<file path="src/rtl/keypad_time_entry.sv">
// keypad_time_entry: debounced keypad consumer that shifts BCD digits
// into an MM:SS entry register and drives four 7-segment displays.
module keypad_time_entry #(
    parameter int DEBOUNCE_CYCLES = 4
) (
    input  logic       clk,
    input  logic       resetn,
    input  logic [3:0] d_in,
    input  logic       loadn,
    input  logic       clearn,
    input  logic       lock,
    output logic [3:0] min_tens,
    output logic [3:0] min_ones,
    output logic [3:0] sec_tens,
    output logic [3:0] sec_ones,
    output logic [2:0] count,
    output logic       key_ack,
    output logic       key_err,
    output logic [6:0] seg_mt,
    output logic [6:0] seg_mo,
    output logic [6:0] seg_st,
    output logic [6:0] seg_so
);

    typedef enum logic [1:0] {
        IDLE,
        DEBOUNCE,
        CAPTURE,
        WAIT_RELEASE
    } state_t;

    localparam logic [3:0] DB_LIMIT  = 4'(DEBOUNCE_CYCLES);
    localparam logic [3:0] REL_LAST  = 4'(DEBOUNCE_CYCLES - 1);
    localparam logic [3:0] MAX_CODE  = 4'd9;
    localparam logic [2:0] MAX_COUNT = 3'd4;

    state_t     state;
    logic [3:0] db_cnt;
    logic [3:0] rel_cnt;

    logic [1:0] ln_sync;
    logic [3:0] d_sync1;
    logic [3:0] d_s;
    logic       loadn_s;

    logic       take_key;
    logic       key_bad;

    assign loadn_s = ln_sync[1];

    // The capture decision is made on the edge that enters CAPTURE so the
    // pulse and the shifted digits become visible together in that cycle.
    assign take_key = (state == DEBOUNCE) && !loadn_s && (db_cnt == DB_LIMIT);
    assign key_bad  = (d_s > MAX_CODE) || (count == MAX_COUNT);

    // Two-flop synchronizer shared by strobe and code bus.
    always_ff @(posedge clk or negedge resetn) begin
        if (!resetn) begin
            ln_sync <= 2'b11;
            d_sync1 <= 4'd0;
            d_s     <= 4'd0;
        end else begin
            ln_sync <= {ln_sync[0], loadn};
            d_sync1 <= d_in;
            d_s     <= d_sync1;
        end
    end

    // Press/release debounce state machine.
    always_ff @(posedge clk or negedge resetn) begin
        if (!resetn) begin
            state   <= IDLE;
            db_cnt  <= 4'd0;
            rel_cnt <= 4'd0;
        end else begin
            case (state)
                IDLE: begin
                    if (!loadn_s) begin
                        state  <= DEBOUNCE;
                        db_cnt <= 4'd1;
                    end
                end
                DEBOUNCE: begin
                    if (loadn_s) begin
                        state  <= IDLE;
                        db_cnt <= 4'd0;
                    end else if (db_cnt == DB_LIMIT) begin
                        state  <= CAPTURE;
                        db_cnt <= 4'd0;
                    end else begin
                        db_cnt <= db_cnt + 4'd1;
                    end
                end
                CAPTURE: begin
                    state   <= WAIT_RELEASE;
                    rel_cnt <= 4'd0;
                end
                WAIT_RELEASE: begin
                    if (!loadn_s) begin
                        rel_cnt <= 4'd0;
                    end else if (rel_cnt == REL_LAST) begin
                        state   <= IDLE;
                        rel_cnt <= 4'd0;
                    end else begin
                        rel_cnt <= rel_cnt + 4'd1;
                    end
                end
                default: begin
                    state   <= IDLE;
                    db_cnt  <= 4'd0;
                    rel_cnt <= 4'd0;
                end
            endcase
        end
    end

    // Digit shift register, digit count and result pulses; clear wins.
    always_ff @(posedge clk or negedge resetn) begin
        if (!resetn) begin
            min_tens <= 4'd0;
            min_ones <= 4'd0;
            sec_tens <= 4'd0;
            sec_ones <= 4'd0;
            count    <= 3'd0;
            key_ack  <= 1'b0;
            key_err  <= 1'b0;
        end else begin
            key_ack <= 1'b0;
            key_err <= 1'b0;
            if (!clearn) begin
                min_tens <= 4'd0;
                min_ones <= 4'd0;
                sec_tens <= 4'd0;
                sec_ones <= 4'd0;
                count    <= 3'd0;
            end else if (take_key && !lock) begin
                if (key_bad) begin
                    key_err <= 1'b1;
                end else begin
                    min_tens <= min_ones;
                    min_ones <= sec_tens;
                    sec_tens <= sec_ones;
                    sec_ones <= d_s;
                    count    <= count + 3'd1;
                    key_ack  <= 1'b1;
                end
            end
        end
    end

    function automatic logic [6:0] seg7(input logic [3:0] v);
        logic [6:0] s;
        case (v)
            4'd0:    s = 7'h40;
            4'd1:    s = 7'h79;
            4'd2:    s = 7'h24;
            4'd3:    s = 7'h30;
            4'd4:    s = 7'h19;
            4'd5:    s = 7'h12;
            4'd6:    s = 7'h02;
            4'd7:    s = 7'h78;
            4'd8:    s = 7'h00;
            4'd9:    s = 7'h10;
            default: s = 7'h7F;
        endcase
        return s;
    endfunction

    // Active-low segment decode of each entered digit.
    always_comb begin
        seg_mt = seg7(min_tens);
        seg_mo = seg7(min_ones);
        seg_st = seg7(sec_tens);
        seg_so = seg7(sec_ones);
    end

endmodule
</file>
<file path="config.mk">
export PLATFORM = sky130hd
export DESIGN_NAME = keypad_time_entry
export DESIGN_NICKNAME = d
export VERILOG_FILES = /design/src/rtl/keypad_time_entry.sv
export SDC_FILE = /design/constraint.sdc
export NUM_CORES = 1
export LEC_CHECK = 0
export CORE_MARGIN = 2
export CORE_UTILIZATION = 54
export DETAILED_ROUTE_END_ITERATION = 7
export GPL_ROUTABILITY_DRIVEN = 0
export PLACE_DENSITY_LB_ADDON = 0.05
export SLEW_MARGIN = 10
export SYNTH_ARGS = -nofsm -noshare
export SYNTH_HDL_FRONTEND = slang
export SYNTH_SLANG_ARGS = --single-unit
</file>
<file path="constraint.sdc">
create_clock -name clk -period 4.7 [get_ports clk]
set_input_delay 0.47 -clock clk [delete_from_list [all_inputs] [get_ports clk]]
set_output_delay 0.47 -clock clk [all_outputs]
set_load 0.01 [all_outputs]
</file>
Yosys cells after proc, flatten, opt, wreduce, memory -nomap -nowiden
Memories as Yosys holds them, arrays and structs flattened.
Cells that the tools add are included.
{ "classes": {"eq_ne": 12, "addsub": 3, "muxes": 34, "order_cmp": 1, "reduce_logical": 12} }
{ "op_table": {"columns": ["operator", "count"], "rows": [
  ["4-bit 2-to-1 mux", 17],
  ["4-bit case mux with 2 select lines", 2],
  ["2-bit 2-to-1 mux", 5],
  ["3-bit 2-to-1 mux", 3],
  ["4-bit by 1-bit adder with 4-bit output (second input constant)", 2],
  ["2-bit != test (second input constant)", 4],
  ["2-bit case mux with 4 select lines", 1],
  ["1-bit 2-to-1 mux", 6],
  ["2-bit equality test (second input constant)", 2],
  ["4-bit by 2-bit equality test with 1-bit output (second input constant)", 1],
  ["4-bit by 3-bit equality test with 1-bit output (second input constant)", 1],
  ["4-bit > comparator (second input constant)", 1],
  ["2-bit AND reduction", 2],
  ["4-bit AND reduction", 1],
  ["2-bit nonzero test", 2],
  ["3-bit by 1-bit adder with 3-bit output (second input constant)", 1],
  ["3-bit equality test (second input constant)", 1],
  ["1-bit logical AND", 3],
  ["3-bit by 2-bit != test with 1-bit output (second input constant)", 1],
  ["2-bit by 1-bit equality test with 1-bit output (second input constant)", 1],
  ["1-bit logical NOT", 2],
  ["2-bit logical NOT", 1],
  ["2-bit by 1-bit != test with 1-bit output (second input constant)", 1],
  ["1-bit logical OR", 1]
]} }
{ "word_totals": {"rom_bits": 448, "in_bits": 9, "regBits": 41, "out_inout_bits": 49, "elab_cells": 79, "memories": 4} }
{ "memory_table": {"columns": ["memory", "words", "width", "rd", "rd_ports_with_merged_regs", "write_ports", "line", "source"], "rows": [
  ["(no name shown)", 16, 7, 1, 0, 0, "153", "case (v)"],
  ["(no name shown)", 16, 7, 1, 0, 0, "153", null],
  ["(no name shown)", 16, 7, 1, 0, 0, "153", null],
  ["(no name shown)", 16, 7, 1, 0, 0, "153", null]
]} }

Logic depth before layout (Yosys ltp)
Gate-level depths: netlist of the first run.
{ "logic_depth": {"ltp_word": 6, "mapped_depth": 7} }

Worst setup path before layout of the first run
Ideal clock, no wire load.
{ "synth_path": {"path_type": "reg2out", "startpoint": "register sec_tens[1]", "endpoint": "output seg_st[0]", "stages_incl_launch_ff": 6, "arrival_time_ns": 1.286, "slack_ns": 2.944, "path_buffers": 0, "cell_sequence": "dfrtp_1 -> inv_1 -> ha_1 -> or2_2 -> a21oi_1 -> nor2_1"} }
{ "synth_between": {"elab_chain_cells": 1} }
{ "synth_lines": {"columns": ["element", "line", "source"], "rows": [
  ["start, declared", "14", "output logic [3:0] sec_tens,"],
  ["start signal, assigned", "142", "sec_tens <= sec_ones;"],
  ["memory read 16 x 7 bit", null, null],
  ["end, declared", "21", "output logic [6:0] seg_st,"]
]} }
Every way passes these cells.

Worst setup path after layout of the first run
{ "layout_path": {"startpoint": "register min_tens[1]", "endpoint": "output seg_mt[0]"} }
{ "layout_between": {"elab_chain_cells": 1} }
{ "layout_lines": {"columns": ["element", "line", "source"], "rows": [
  ["start, declared", "12", "output logic [3:0] min_tens,"],
  ["start signal, assigned", "140", "min_tens <= min_ones;"],
  ["memory read 16 x 7 bit", null, null],
  ["end, declared", "19", "output logic [6:0] seg_mt,"]
]} }
Every way passes these cells.

==> impl_results.md, run 1 <==
* Yosys cell types at 37
* Synthesized instance count at 278
* Post-synth top flop: dfrtp_1
* Clock-pin slew on the worst setup and hold paths at 70 ps
* R2R Path End: sec_ones[3]
* Drt total wl at 4729 µm
* First-pass GRT wire length at 8162 µm
* R2R depth at 4
* Mapped Area at 2552 µm²
* Syn Area/Cell at 9.181 µm²
* Hold/Removal Path Class: in -> async
* Total GRT Usage at 0.1934
* Hold Fails Final Rpt at 0
* Vias in the first global route at 1869
* Die span in y at 72.75 µm
* Clock Path Buffers at 2
* Die ar. at 5293 µm²
* CP max-delay cell: dfrtp_1
* Critical path class: reg -> out
* Synth Register Bits at 41
* Hold_buf cts at 0
* Arr. time, crit path at 2110 ps
* WP buf/inv at 2
* Pwr per Cell Area at 246.3 nW/µm²
* Total grt overflow at 0
* Max transition margin at 0.3765
* Max-cap viol count at 0
* Drt wl/cell at 12.28 µm
* Antenna-violating nets left at 0
* Final #Nets at 365
* Crit share post-route at 0.5482
* Placed Area at 3124 µm²
* Via Count at 2004
* DR pass1 iterations at 4
* CP Launch Point: min_tens[1]
* Starting Density at 0.5514
* Cell family with most CP delay: buffers and inverters
* CTS Buf Count at 5
* Site Rows at 25
* Max Slew Vio Count at 0
* Setup bufs post-CTS at 0
* Peak Freq at 388.1 MHz
* Mapped Nets at 312
* TNS Setup at 0 ps
* Crit end category: output port
* Post-synth EDFFs at 0
* Critical Path End: seg_mt[0]
* Status: complete, no violations
* Peak supply drop at 0.3810 mV
* Async SR Flop Fraction at 1.000
* Initial DRC Count at 81
* Htree depth at 2
* Synth warn at 0
* Post-DP HPWL at 3441 µm
* Critical path depth at 6
* # setup viols final at 0
* Root buffer cell: clkbuf_8
* Tmin final at 2576 ps
* Final worst slack at 2124 ps
* RSZ-0062 raised after global routing: no
* Critical Path Max Stage Delay at 480 ps
* Fill cell count at 400
* Most frequent cells in the layout: 56 x clkdlybuf4s50_1, 39 x dfrtp_1, 33 x nand2_1
* Worst Tran Pin Value at 932.4 ps
* Most common cell after layout, fill and taps aside: clkdlybuf4s50_1
* Crit-path max FO at 8
* Non-Filler Cell Area, Final at 3211 µm²
* Crit-path cells: inv_1 -> ha_1 -> or2_2 -> a21oi_1 -> nor2_1 -> clkdlybuf4s50_1
* PostCTS Resize Cnt at 0
* P_leak at 1.386 nW
* Post-synthesis sequential area ratio at 0.4029
* Via density at 5.205
* Crit path launch type: flop
* Total chip power at 0.7908 mW
* I/O Pins at 58
* R2r setup slk at 2680 ps
* CTS Sinks at 41
* Initial antenna violation count at 0
* Layout cells sized above 1 at 0.06042
* Clk_lat worst skew at 290 ps
* Pre-CTS setup slack at 2425 ps
* Diode count at 0
* Largest net degree at the start of global routing at 42
* Core box area at 4629 µm²
* Die W at 72.75 µm
* Setup Skew at 4.270 ps
* Area Growth Syn to Fin at 25.78%
* Port Buffer Count at 57
* # DRC at 0
* Worst Path Required at 4230 ps
* CTS tree: built
* Min Hold Slack at 307.5 ps
## where the power goes
part / switching, mW / total (mW) / internal (mW)
combinational: 0.0708 / 0.138 / 0.0667
sequential: 0.0426 / 0.429 / 0.387
clock: 0.107 / 0.224 / 0.116
## layout make-up
cell class	count	area, µm²	area share
Clock buffer	7	86.33	0.02689
Inverter	23	86.33	0.02689
Multi-Input combinational cell	202	1369	0.4263
Sequential cell	41	1028	0.3203
Tap cell	54	67.56	0.02104
Timing Repair Buffer	58	573.1	0.1785
## registers in the layout, indices dropped and copies added, names as in the netlist, named ones only
| name | flops |
|---|---|
| d_s | 4 |
| d_sync1 | 4 |
| db_cnt | 4 |
| min_ones | 4 |
| min_tens | 4 |
| rel_cnt | 4 |
| sec_ones | 4 |
| sec_tens | 4 |
| count | 3 |
| ln_sync | 2 |
| key_ack | 1 |
| key_err | 1 |
| state | 1 |
## routing by layer
metal | GRT usage | share of wire
met2 | 0.3232 | 0.48
met5 | 0 | 0
met4 | 0.05350 | 0.0068
met3 | 0.04696 | 0.037
met1 | 0.2518 | 0.47
## logic make-up (layout without fill, tap and decap cells)
| kind of cell | Yosys count | in the layout | share of synthesized area |
|---|---|---|---|
| adder cells (fa/ha/maj) | 25 | 25 | 0.1225 |
| multiplexers | 22 | 22 | 0.08627 |
| AO/OA/AOI/OAI | 55 | 55 | 0.1333 |
| AND/OR/NAND/NOR | 96 | 96 | 0.1804 |
| buffers and inverters | 35 | 88 | 0.06078 |
| XOR/XNOR | 4 | 4 | 0.01373 |
| flip-flops | 41 | 41 | 0.4029 |
## cell usage after synthesis (all sizes together), types with 3 or more instances
| master | n | area, µm² |
|---|---|---|
| o21ai | 13 | 65.06 |
| dfrtp | 39 | 975.9 |
| a21oi | 23 | 115.1 |
| nand2b | 16 | 100.1 |
| nor2 | 30 | 112.6 |
| xor2 | 3 | 26.28 |
| nand2 | 33 | 123.9 |
| ha | 25 | 312.8 |
| a31oi | 6 | 37.54 |
| o22ai | 3 | 18.77 |
| clkbuf | 10 | 37.54 |
| mux2i | 22 | 220.2 |
| inv | 23 | 86.33 |
| or2 | 4 | 25.02 |
## stage by stage
| step | utilization | instances |
|---|---|---|
| floorplan | - | 278 |
| finish | 0.6935 | 385 |
| detailed placement | 0.6749 | 378 |
| global route | 0.6935 | 385 |
| global placement | 0.6749 | 378 |
| CTS | 0.6935 | 385 |
## worst register-to-register path, delay by kind of cell (launching register included)
family / cells / cell delay, ps
flops: 1 / 550
mux: 1 / 230
simple gates: 1 / 620
compound gates: 1 / 190
buf+inv: 1 / 350
## worst min path at each step
stage / start / end / slack, ps / cells after the start
after CTS: resetn / db_cnt[3] / 330 / 1
final: resetn / db_cnt[3] / 310 / 1
after floorplan: resetn / asynchronous set/reset pin / 170 / 0
after detailed placement: d_sync1[1] / d_s[1] / 330 / 0
after global placement: d_sync1[1] / d_s[1] / 330 / 0
after global routing: d_sync1[2] / d_s[2] / 360 / 0
Power figures use the tool's default switching activity.
==> run 2: changes to the inputs <==
--- a/config.mk
+++ b/config.mk
@@ -6,7 +6,7 @@
 export NUM_CORES = 1
 export LEC_CHECK = 0
 export CORE_MARGIN = 2
-export CORE_UTILIZATION = 54
+export CORE_UTILIZATION = 46
 export DETAILED_ROUTE_END_ITERATION = 7
 export GPL_ROUTABILITY_DRIVEN = 0
 export PLACE_DENSITY_LB_ADDON = 0.05
==> constraint.sdc (replaced) <==
create_clock -name clk -period 2.3 [get_ports clk]
set_input_delay 0.23 -clock clk [delete_from_list [all_inputs] [get_ports clk]]
set_output_delay 0.23 -clock clk [all_outputs]
set_load 0.01 [all_outputs]
==> impl_results.md, run 2 (same netlist as run 1, synthesis figures left out) <==
* Status: complete, no violations
* CP max-delay cell: clkdlybuf4s50_1
* CTS Sinks at 41
* Antenna-violating nets left at 0
* CTS tree: built
* Setup Skew at 8.077 ps
* Max transition margin at 0.4111
* Area Growth Syn to Fin at 31.27%
* # setup viols final at 0
* Arr. time, crit path at 1970 ps
* Critical path class: reg -> out
* Final #Nets at 372
* Worst Tran Pin Value at 883.3 ps
* Peak Freq at 454.4 MHz
* Drt total wl at 4865 µm
* Total GRT Usage at 0.1654
* Initial antenna violation count at 0
* WP buf/inv at 2
* Worst Path Required at 2070 ps
* Max-cap viol count at 0
* Cell family with most CP delay: buffers and inverters
* Peak supply drop at 0.5276 mV
* Post-DP HPWL at 3528 µm
* Pwr per Cell Area at 523.6 nW/µm²
* DP Cell Count at 400
* Core box area at 5439 µm²
* Crit-path max FO at 6
* Critical Path Max Stage Delay at 470 ps
* Layout cells sized above 1 at 0.1062
* Htree depth at 2
* Die W at 78.49 µm
* Layout Cells excl Fill at 411
* Via density at 4.937
* Tmin final at 2201 ps
* Non-Filler Cell Area, Final at 3351 µm²
* Placed Area at 3189 µm²
* Die ar. at 6161 µm²
* Clk_lat worst skew at 290 ps
* Clock-pin slew on the worst setup and hold paths at 80 ps
* Crit path launch type: flop
* Via Count at 2029
* First-pass GRT wire length at 8342 µm
* Clock Path Buffers at 2
* Most frequent cells in the layout: 54 x clkdlybuf4s50_1, 34 x dfrtp_1, 33 x nand2_1
* # DRC at 0
* Vias in the first global route at 1832
* Drt wl/cell at 11.84 µm
* Die span in y at 78.49 µm
* Initial DRC Count at 89
* I/O Pins at 58
* Diode count at 0
* Pre-CTS setup slack at 308.4 ps
* CTS Buf Count at 5
* Crit share post-route at 0.9568
* Root buffer cell: clkbuf_8
* Final worst slack at 99.35 ps
* P_leak at 1.469 nW
* Site Rows at 27
* Fill cell count at 481
* Total grt overflow at 0
* DR pass1 iterations at 4
* Most common cell after layout, fill and taps aside: clkdlybuf4s50_1
* Max Slew Vio Count at 0
* Port Buffer Count at 57
* Hold_buf cts at 0
* Crit end category: output port
* Hold/Removal Path Class: in -> async
* Hold Fails Final Rpt at 0
* Crit-path cells: inv_1 -> ha_1 -> or2_2 -> a21oi_2 -> nor2_1 -> clkdlybuf4s50_1
* Starting Density at 0.4693
* Largest net degree at the start of global routing at 42
-- run 2: what timing repair did --
action | in CTS | in global routing
endpoints found under the setup margin | 2 | 8
buffers inserted | 0 | 3
resized for setup | 1 | 8
gates cloned | 0 | 0
-- run 2: stage by stage --
| stage | power, mW | hold slack (ps) | util | TNS [ps] |
|---|---|---|---|---|
| after floorplan | 1.085 | -65.59 | - | 0 |
| after global placement | 1.165 | 332.0 | 0.5864 | 0 |
| after detailed placement | 1.171 | 334.7 | 0.5864 | 0 |
| after CTS | 1.770 | 95.33 | 0.6087 | 0 |
| after global routing | 1.858 | 114.9 | 0.6161 | -6.118 |
| final | 1.754 | 58.88 | 0.6161 | 0 |
-- run 2: layout make-up --
type | count | area (µm²) | share of cell area
well taps | 72 | 90.09 | 0.02689
inverters | 23 | 86.33 | 0.02577
repair buffers | 65 | 643.1 | 0.1919
clock inverters | 2 | 37.54 | 0.01120
clock buffers | 6 | 82.58 | 0.02465
flip-flops and latches | 41 | 1035 | 0.3088
multi-input cells | 202 | 1376 | 0.4108
-- run 2: final timing paths --
check	start	endpoint	slack [ps]	cells past startpoint
setup reg to reg	ln_sync[1]	min_tens[0]	550	4
hold reg to reg	d_sync1[1]	d_s[1]	350	0
max in group asynchronous	resetn	min_ones[1]	1630	1
hold / removal	resetn	db_cnt[2]	60	1
min in group clk	d_sync1[1]	d_s[1]	350	0
setup / recovery	sec_tens[1]	seg_st[0]	100	6
-- run 2: where the power goes --
| part | internal, mW | leakage [nW] | switching (mW) |
|---|---|---|---|
| logic | 0.142 | 0.895 | 0.155 |
| clock network | 0.353 | 0.0574 | 0.247 |
| registers | 0.790 | 0.517 | 0.0676 |
| total | 1.28 | 1.47 | 0.470 |
-- run 2: metal layers --
metal	track usage	up-vias	part of all wire
met3	0.03218	2	0.029
met2	0.2750	35	0.46
li1	-	1053	-
met5	0	-	0
met1	0.2265	939	0.50
met4	0.03158	0	0.0039
